### config.mk
export PLATFORM = sky130hd
export DESIGN_NAME = pipe_mult_unit
export DESIGN_NICKNAME = d
export VERILOG_FILES = /design/src/rtl/pipe_mult_pkg.sv /design/src/rtl/pipe_mult_stage.sv /design/src/rtl/pipe_mult_unit.sv
export SDC_FILE = /design/constraint.sdc
export NUM_CORES = 2
export LEC_CHECK = 0
export ABC_AREA = 1
export BUFFER_PORTS_ARGS = -buffer_cell sky130_fd_sc_hd__buf_2
export CELL_PAD_IN_SITES_DETAIL_PLACEMENT = 0
export CELL_PAD_IN_SITES_GLOBAL_PLACEMENT = 1
export CORE_MARGIN = 2
export CORE_UTILIZATION = 51
export DETAILED_ROUTE_END_ITERATION = 6
export MAX_ROUTING_LAYER = met4
export PLACE_DENSITY_LB_ADDON = 0.1
export SLEW_MARGIN = 20
export SYNTH_ARGS = -nofsm -noshare
export SYNTH_HDL_FRONTEND = slang
export SYNTH_SLANG_ARGS = --single-unit
### constraint.sdc
create_clock -name clk -period 1.3 [get_ports clk]
set_input_delay 0.195 -clock clk [delete_from_list [all_inputs] [get_ports clk]]
set_output_delay 0.195 -clock clk [all_outputs]
set_load 0.02 [all_outputs]
### src/rtl/pipe_mult_pkg.sv
// Shared types and constants for the pipelined multiplier.
// Hazard ports are built only when PIPE_MULT_HAZARD_EN is defined.
package pipe_mult_pkg;

    localparam int STAGES_MIN = 1;
    localparam int STAGES_MAX = 8;
    localparam int WIDTH_MIN  = 8;
    localparam int WIDTH_MAX  = 64;

    localparam logic MODE_UNSIGNED = 1'b0;
    localparam logic MODE_SIGNED   = 1'b1;

    localparam int DEF_WIDTH = 32;
    localparam int DEF_TAGW  = 5;

    typedef struct packed {
        logic                   valid;
        logic [DEF_TAGW-1:0]    tag;
        logic [2*DEF_WIDTH-1:0] product;
    } stage_rec_t;

endpackage

### src/rtl/pipe_mult_stage.sv
// One pipeline register of the multiplier: hold on stall, clear on flush.
// Record type is supplied by the parent so widths follow its parameters.
module pipe_mult_stage
    import pipe_mult_pkg::*;
#(
    parameter type rec_t = stage_rec_t
) (
    input  logic clk,
    input  logic rst_n,
    input  logic hold_i,
    input  logic clear_i,
    input  rec_t d_i,
    output rec_t q_o
);

    always_ff @(posedge clk or negedge rst_n) begin
        if (!rst_n) begin
            q_o <= '0;
        end else if (clear_i) begin
            q_o <= '0;
        end else if (!hold_i) begin
            q_o <= d_i;
        end
    end

endmodule

### src/rtl/pipe_mult_unit.sv
// Pipelined signed/unsigned multiplier with stall, flush and tag tracking.
// Define PIPE_MULT_HAZARD_EN to add chk_rs1/chk_rs2 and the hazard output.
module pipe_mult_unit
    import pipe_mult_pkg::*;
#(
    parameter int WIDTH  = 32,
    parameter int STAGES = 3,
    parameter int TAGW   = 5
) (
    input  logic                 clk,
    input  logic                 reset,
    input  logic                 in_valid,
    output logic                 in_ready,
    input  logic [WIDTH-1:0]     a,
    input  logic [WIDTH-1:0]     b,
    input  logic                 sign_mode,
    input  logic [TAGW-1:0]      in_tag,
    input  logic                 stall,
    input  logic                 flush,
    output logic                 out_valid,
    output logic [2*WIDTH-1:0]   out_product,
    output logic [TAGW-1:0]      out_tag,
    output logic                 busy
`ifdef PIPE_MULT_HAZARD_EN
    ,
    input  logic [TAGW-1:0]      chk_rs1,
    input  logic [TAGW-1:0]      chk_rs2,
    output logic                 hazard
`endif
);

    typedef struct packed {
        logic               valid;
        logic [TAGW-1:0]    tag;
        logic [2*WIDTH-1:0] product;
    } rec_t;

    if (WIDTH < WIDTH_MIN || WIDTH > WIDTH_MAX ||
        STAGES < STAGES_MIN || STAGES > STAGES_MAX ||
        TAGW < 1) begin : g_bad_param
        $error("pipe_mult_unit: parameter out of range");
    end

    rec_t               pipe [STAGES];
    rec_t               st1_d;
    rec_t               st1_q;
    logic [2*WIDTH-1:0] op_a;
    logic [2*WIDTH-1:0] op_b;

    assign in_ready = ~stall & ~flush;

    always_comb begin
        op_a = {{WIDTH{1'b0}}, a};
        op_b = {{WIDTH{1'b0}}, b};
        case (sign_mode)
            MODE_SIGNED: begin
                op_a = {{WIDTH{a[WIDTH-1]}}, a};
                op_b = {{WIDTH{b[WIDTH-1]}}, b};
            end
            MODE_UNSIGNED: ;
            default: ;
        endcase
        // Low 2W bits of the extended product are exact for both modes.
        st1_d.valid   = in_valid & in_ready;
        st1_d.tag     = in_tag;
        st1_d.product = op_a * op_b;
    end

    always_ff @(posedge clk or negedge reset) begin
        if (!reset) begin
            st1_q <= '0;
        end else if (flush) begin
            st1_q <= '0;
        end else if (!stall) begin
            st1_q <= st1_d;
        end
    end

    assign pipe[0] = st1_q;

    for (genvar i = 1; i < STAGES; i++) begin : g_stage
        pipe_mult_stage #(
            .rec_t(rec_t)
        ) u_stage (
            .clk    (clk),
            .rst_n  (reset),
            .hold_i (stall),
            .clear_i(flush),
            .d_i    (pipe[i-1]),
            .q_o    (pipe[i])
        );
    end

    assign out_valid   = pipe[STAGES-1].valid;
    assign out_tag     = pipe[STAGES-1].tag;
    assign out_product = pipe[STAGES-1].valid ?
                         pipe[STAGES-1].product : '0;

    always_comb begin
        busy = 1'b0;
        for (int i = 0; i < STAGES; i++) begin
            busy = busy | pipe[i].valid;
        end
    end

`ifdef PIPE_MULT_HAZARD_EN
    // Tag 0 is never a real destination, so it never matches.
    always_comb begin
        hazard = 1'b0;
        for (int i = 0; i < STAGES; i++) begin
            if (pipe[i].valid &&
                ((chk_rs1 != '0 && pipe[i].tag == chk_rs1) ||
                 (chk_rs2 != '0 && pipe[i].tag == chk_rs2))) begin
                hazard = 1'b1;
            end
        end
    end
`endif

endmodule

==> summary.md <==
| Metric | Value |
|---|---|
| Status | `finished with violations` |
| Failing checks | `negative setup slack` |
| Final RePlAce weighted congestion | `1.00` |
| Slowest CP cell | `fa_2` |
| Area of the die | `116,000 um^2` |
| CTS root buf | `clkbuf_16` |
| Worst EP arrival | `7.90 ns` |
| CP startpoint | `sign_mode` |
| Period minus WS final | `7.52 ns` |
| Syn avg cell area | `8.21 um^2` |
| FF-to-FF setup slack | `0.40 ns` |
| CTS Sinks | `210` |
| RSZ-0062 raised after global routing | `true` |
| Final worst setup slack | `-6.22 ns` |
| Crit path kind | `in -> reg` |
| Post-route clock period utilization | `579%` |
| Async S/R FF share, synth | `100%` |
| DIE WIDTH | `341 um` |
| Number of max-cap violations | `0` |
| Post-synth top area cell | `fa_1` |
| Synth Net Count | `8,866` |
| CP endpoint | `pipe[198]$_DFFE_PN0P_` |
| Worst slew margin | `71.7%` |
| Detailed-route wire length per cell | `20.0 um` |
| CP max stage delay | `0.63 ns` |
| Reg2reg path depth | `3` |
| Initial antenna violation count | `2` |
| CP dominant cell by count | `fa_2` |
| Cell row count | `123` |
| Via density | `4.92` |
| Worst-path clk slew | `0.07 ns` |
| Vias in the first global route | `50,700` |
| Gr ovfl total | `0` |
| 1st-pass router iterations | `5` |
| Hold Path Stages | `3` |
| Count leader, synth | `inv_1` |
| F_max | `133 MHz` |
| Top-Level Pins | `147` |
| Initial Util | `51.5%` |
| Worst Setup Start Kind | `primary input` |
| Longest Clk Path Bufs | `3` |
| Final hold violations | `0` |
| Cell family with most CP delay | `adder cells` |
| CP endpoint kind | `flip-flop` |
| All-Layer GR Usage | `33.9%` |
| Hold Path Origin | `flush` |
| Critical R2R Launch | `g_stage[2].u_stage.q_o[69]$_DFFE_PN0P_` |
| R2R Path End | `g_stage[2].u_stage.q_o[69]$_DFFE_PN0P_` |
| Mapped Cells | `7,063` |
| PortBufs | `146` |
| Setup violation total in the final timing report | `128` |
| Seq/Total Area, Yosys | `9.07%` |
| Final Max Slew Viols | `0` |
| Yosys cell types | `54` |
| Number of flops mapped to enable cells by yosys | `0` |
| FF+latch count, synth | `210` |
| Hold Path Class | `in -> reg` |
| Routed Antenna Nets | `0` |
| Top cells by count, synth | `inv_1, nand2_1, fa_1` |
| Die Y | `341 um` |
| TritonCTS clock tree | `built` |
| Hpwl dp | `159,000 um` |
| Core Region | `113,000 um^2` |
| WL final | `188,000 um` |
| Later-pin clock latency in the skew report | `0.51 ns` |
| CTS Buf Count | `20` |
| Share of layout cells above drive strength 1 | `26.4%` |
| Initial DRC count | `2,643` |
| CP Max Fanout | `8` |
| Synth-to-Final Area Change | `29.3%` |
| Top_reg_cell synth | `dfrtp_1` |
| Yosys warns | `0` |
| Share of the synthesized area in the top cell type | `49.1%` |
| Worst Path Buf+Inv | `10` |
| Largest net degree at the start of global routing | `56` |
| Area of the mapped netlist | `58,000 um^2` |
| Worst Clk Skew | `0.0210 ns` |
| Crit path depth | `32` |
| Actual slew at the worst max-slew pin | `0.425 ns` |
| WP data required | `1.68 ns` |
| H-tree depth | `1` |
| Final #Nets | `9,686` |
| Worst slack, placed | `-7.18 ns` |
| # DRC | `0` |
| Vias post-DR | `46,200` |
| Largest cells by area after synthesis | `fa_1, inv_1, nand2_1` |
| First-pass GRT wire length | `290,000 um` |
[through the flow]
stage | hold WS [ns] | TNS, ns | std cells | util, % | instance area (um^2)
2_1_floorplan | -0.101 | -320.11 | 7063 | - | 60900
3_3_place_gp | 0.123 | -379.69 | 9208 | 60.6 | 68200
3_5_place_dp | 0.129 | -382.78 | 9208 | 60.6 | 68200
4_1_cts | 0.0128 | -349.80 | 9319 | 63.9 | 72000
5_1_grt | 0.0255 | -372.49 | 9398 | 66.6 | 75000
6_report | 0.0324 | -357.67 | 9398 | 66.6 | 75000
[routing by layer]
layer,track usage (%),routed length (um),vias to the layer above,share of wire (%)
met4,10.3,8130,0,4.3
met1,41.7,74900,23500,40
li1,-,-,21200,-
met3,2.80,9500,330,5.1
met5,-,0,-,0
met2,59.5,95400,1215,51
[timing repair]
| action | CTS | global route |
|---|---|---|
| cloned | 8 | 18 |
| gates resized for setup | 708 | 634 |
| hold endpoints to repair | 217 | 0 |
| buffers inserted | 63 | 66 |
| pin swaps | 261 | 294 |
| setup endpoints to repair | 128 | 128 |
| hold buffers | 8 | 0 |
[placed cells by master (no fill, tap or decap), types with 73 or more instances in the layout]
cell     count
ha_4        98
o21ai_0    106
fa_2       125
nand2_1   1382
fa_1      1296
nand2_2     93
ha_1       207
nor2_4      73
buf_12     130
inv_1     2233
nor2_1     107
inv_2      203
buf_6      153
dfrtp_1    209
buf_4      712
[worst register-to-register path, stage by stage, from the launching register on]
cell and delay [ns]:
dfrtp_2 0.48, buf_12 0.18, inv_2 0.06, o22ai_1 0.07
[how the worst min path moves through the flow]
stage / to
finish: pipe[172]$_DFFE_PN0P_
detailed placement: g_stage[2].u_stage.q_o[64]$_DFFE_PN0P_
floorplan: g_stage[1].u_stage.q_o[0]$_DFFE_PN0P_
CTS: pipe[172]$_DFFE_PN0P_
global placement: g_stage[2].u_stage.q_o[64]$_DFFE_PN0P_
global route: pipe[172]$_DFFE_PN0P_
[state kept, by name, summed over array words and instances (netlist names)]
name / cells
pipe: 70
g_stage.u_stage.q_o: 140
[cell families (layout without fill, tap and decap cells)]
family,Yosys count,count (layout),synth area share [%]
buffers and inverters,2763,3597,18.0
AND/OR/NAND/NOR,1885,1885,12.6
adder cells (fa/ha/maj),1728,1728,55.7
AO/OA/AOI/OAI,457,457,4.33
flip-flops,210,210,9.07
XOR/XNOR,20,20,0.326
other,0,1,0
[area by class of cell]
type	count	area [um^2]
antenna	1	2.50
fill	9569	37700
clock inverter	8	87.6
multi-input combinational	4090	46800
inverter	2449	9240
clock buffer	28	561
tap	1500	1880
sequential	210	5260
timing repair buffer	1112	11200
Power is not shown: default switching activity piles up to over one toggle a cycle in this logic, so the estimate is an artifact.
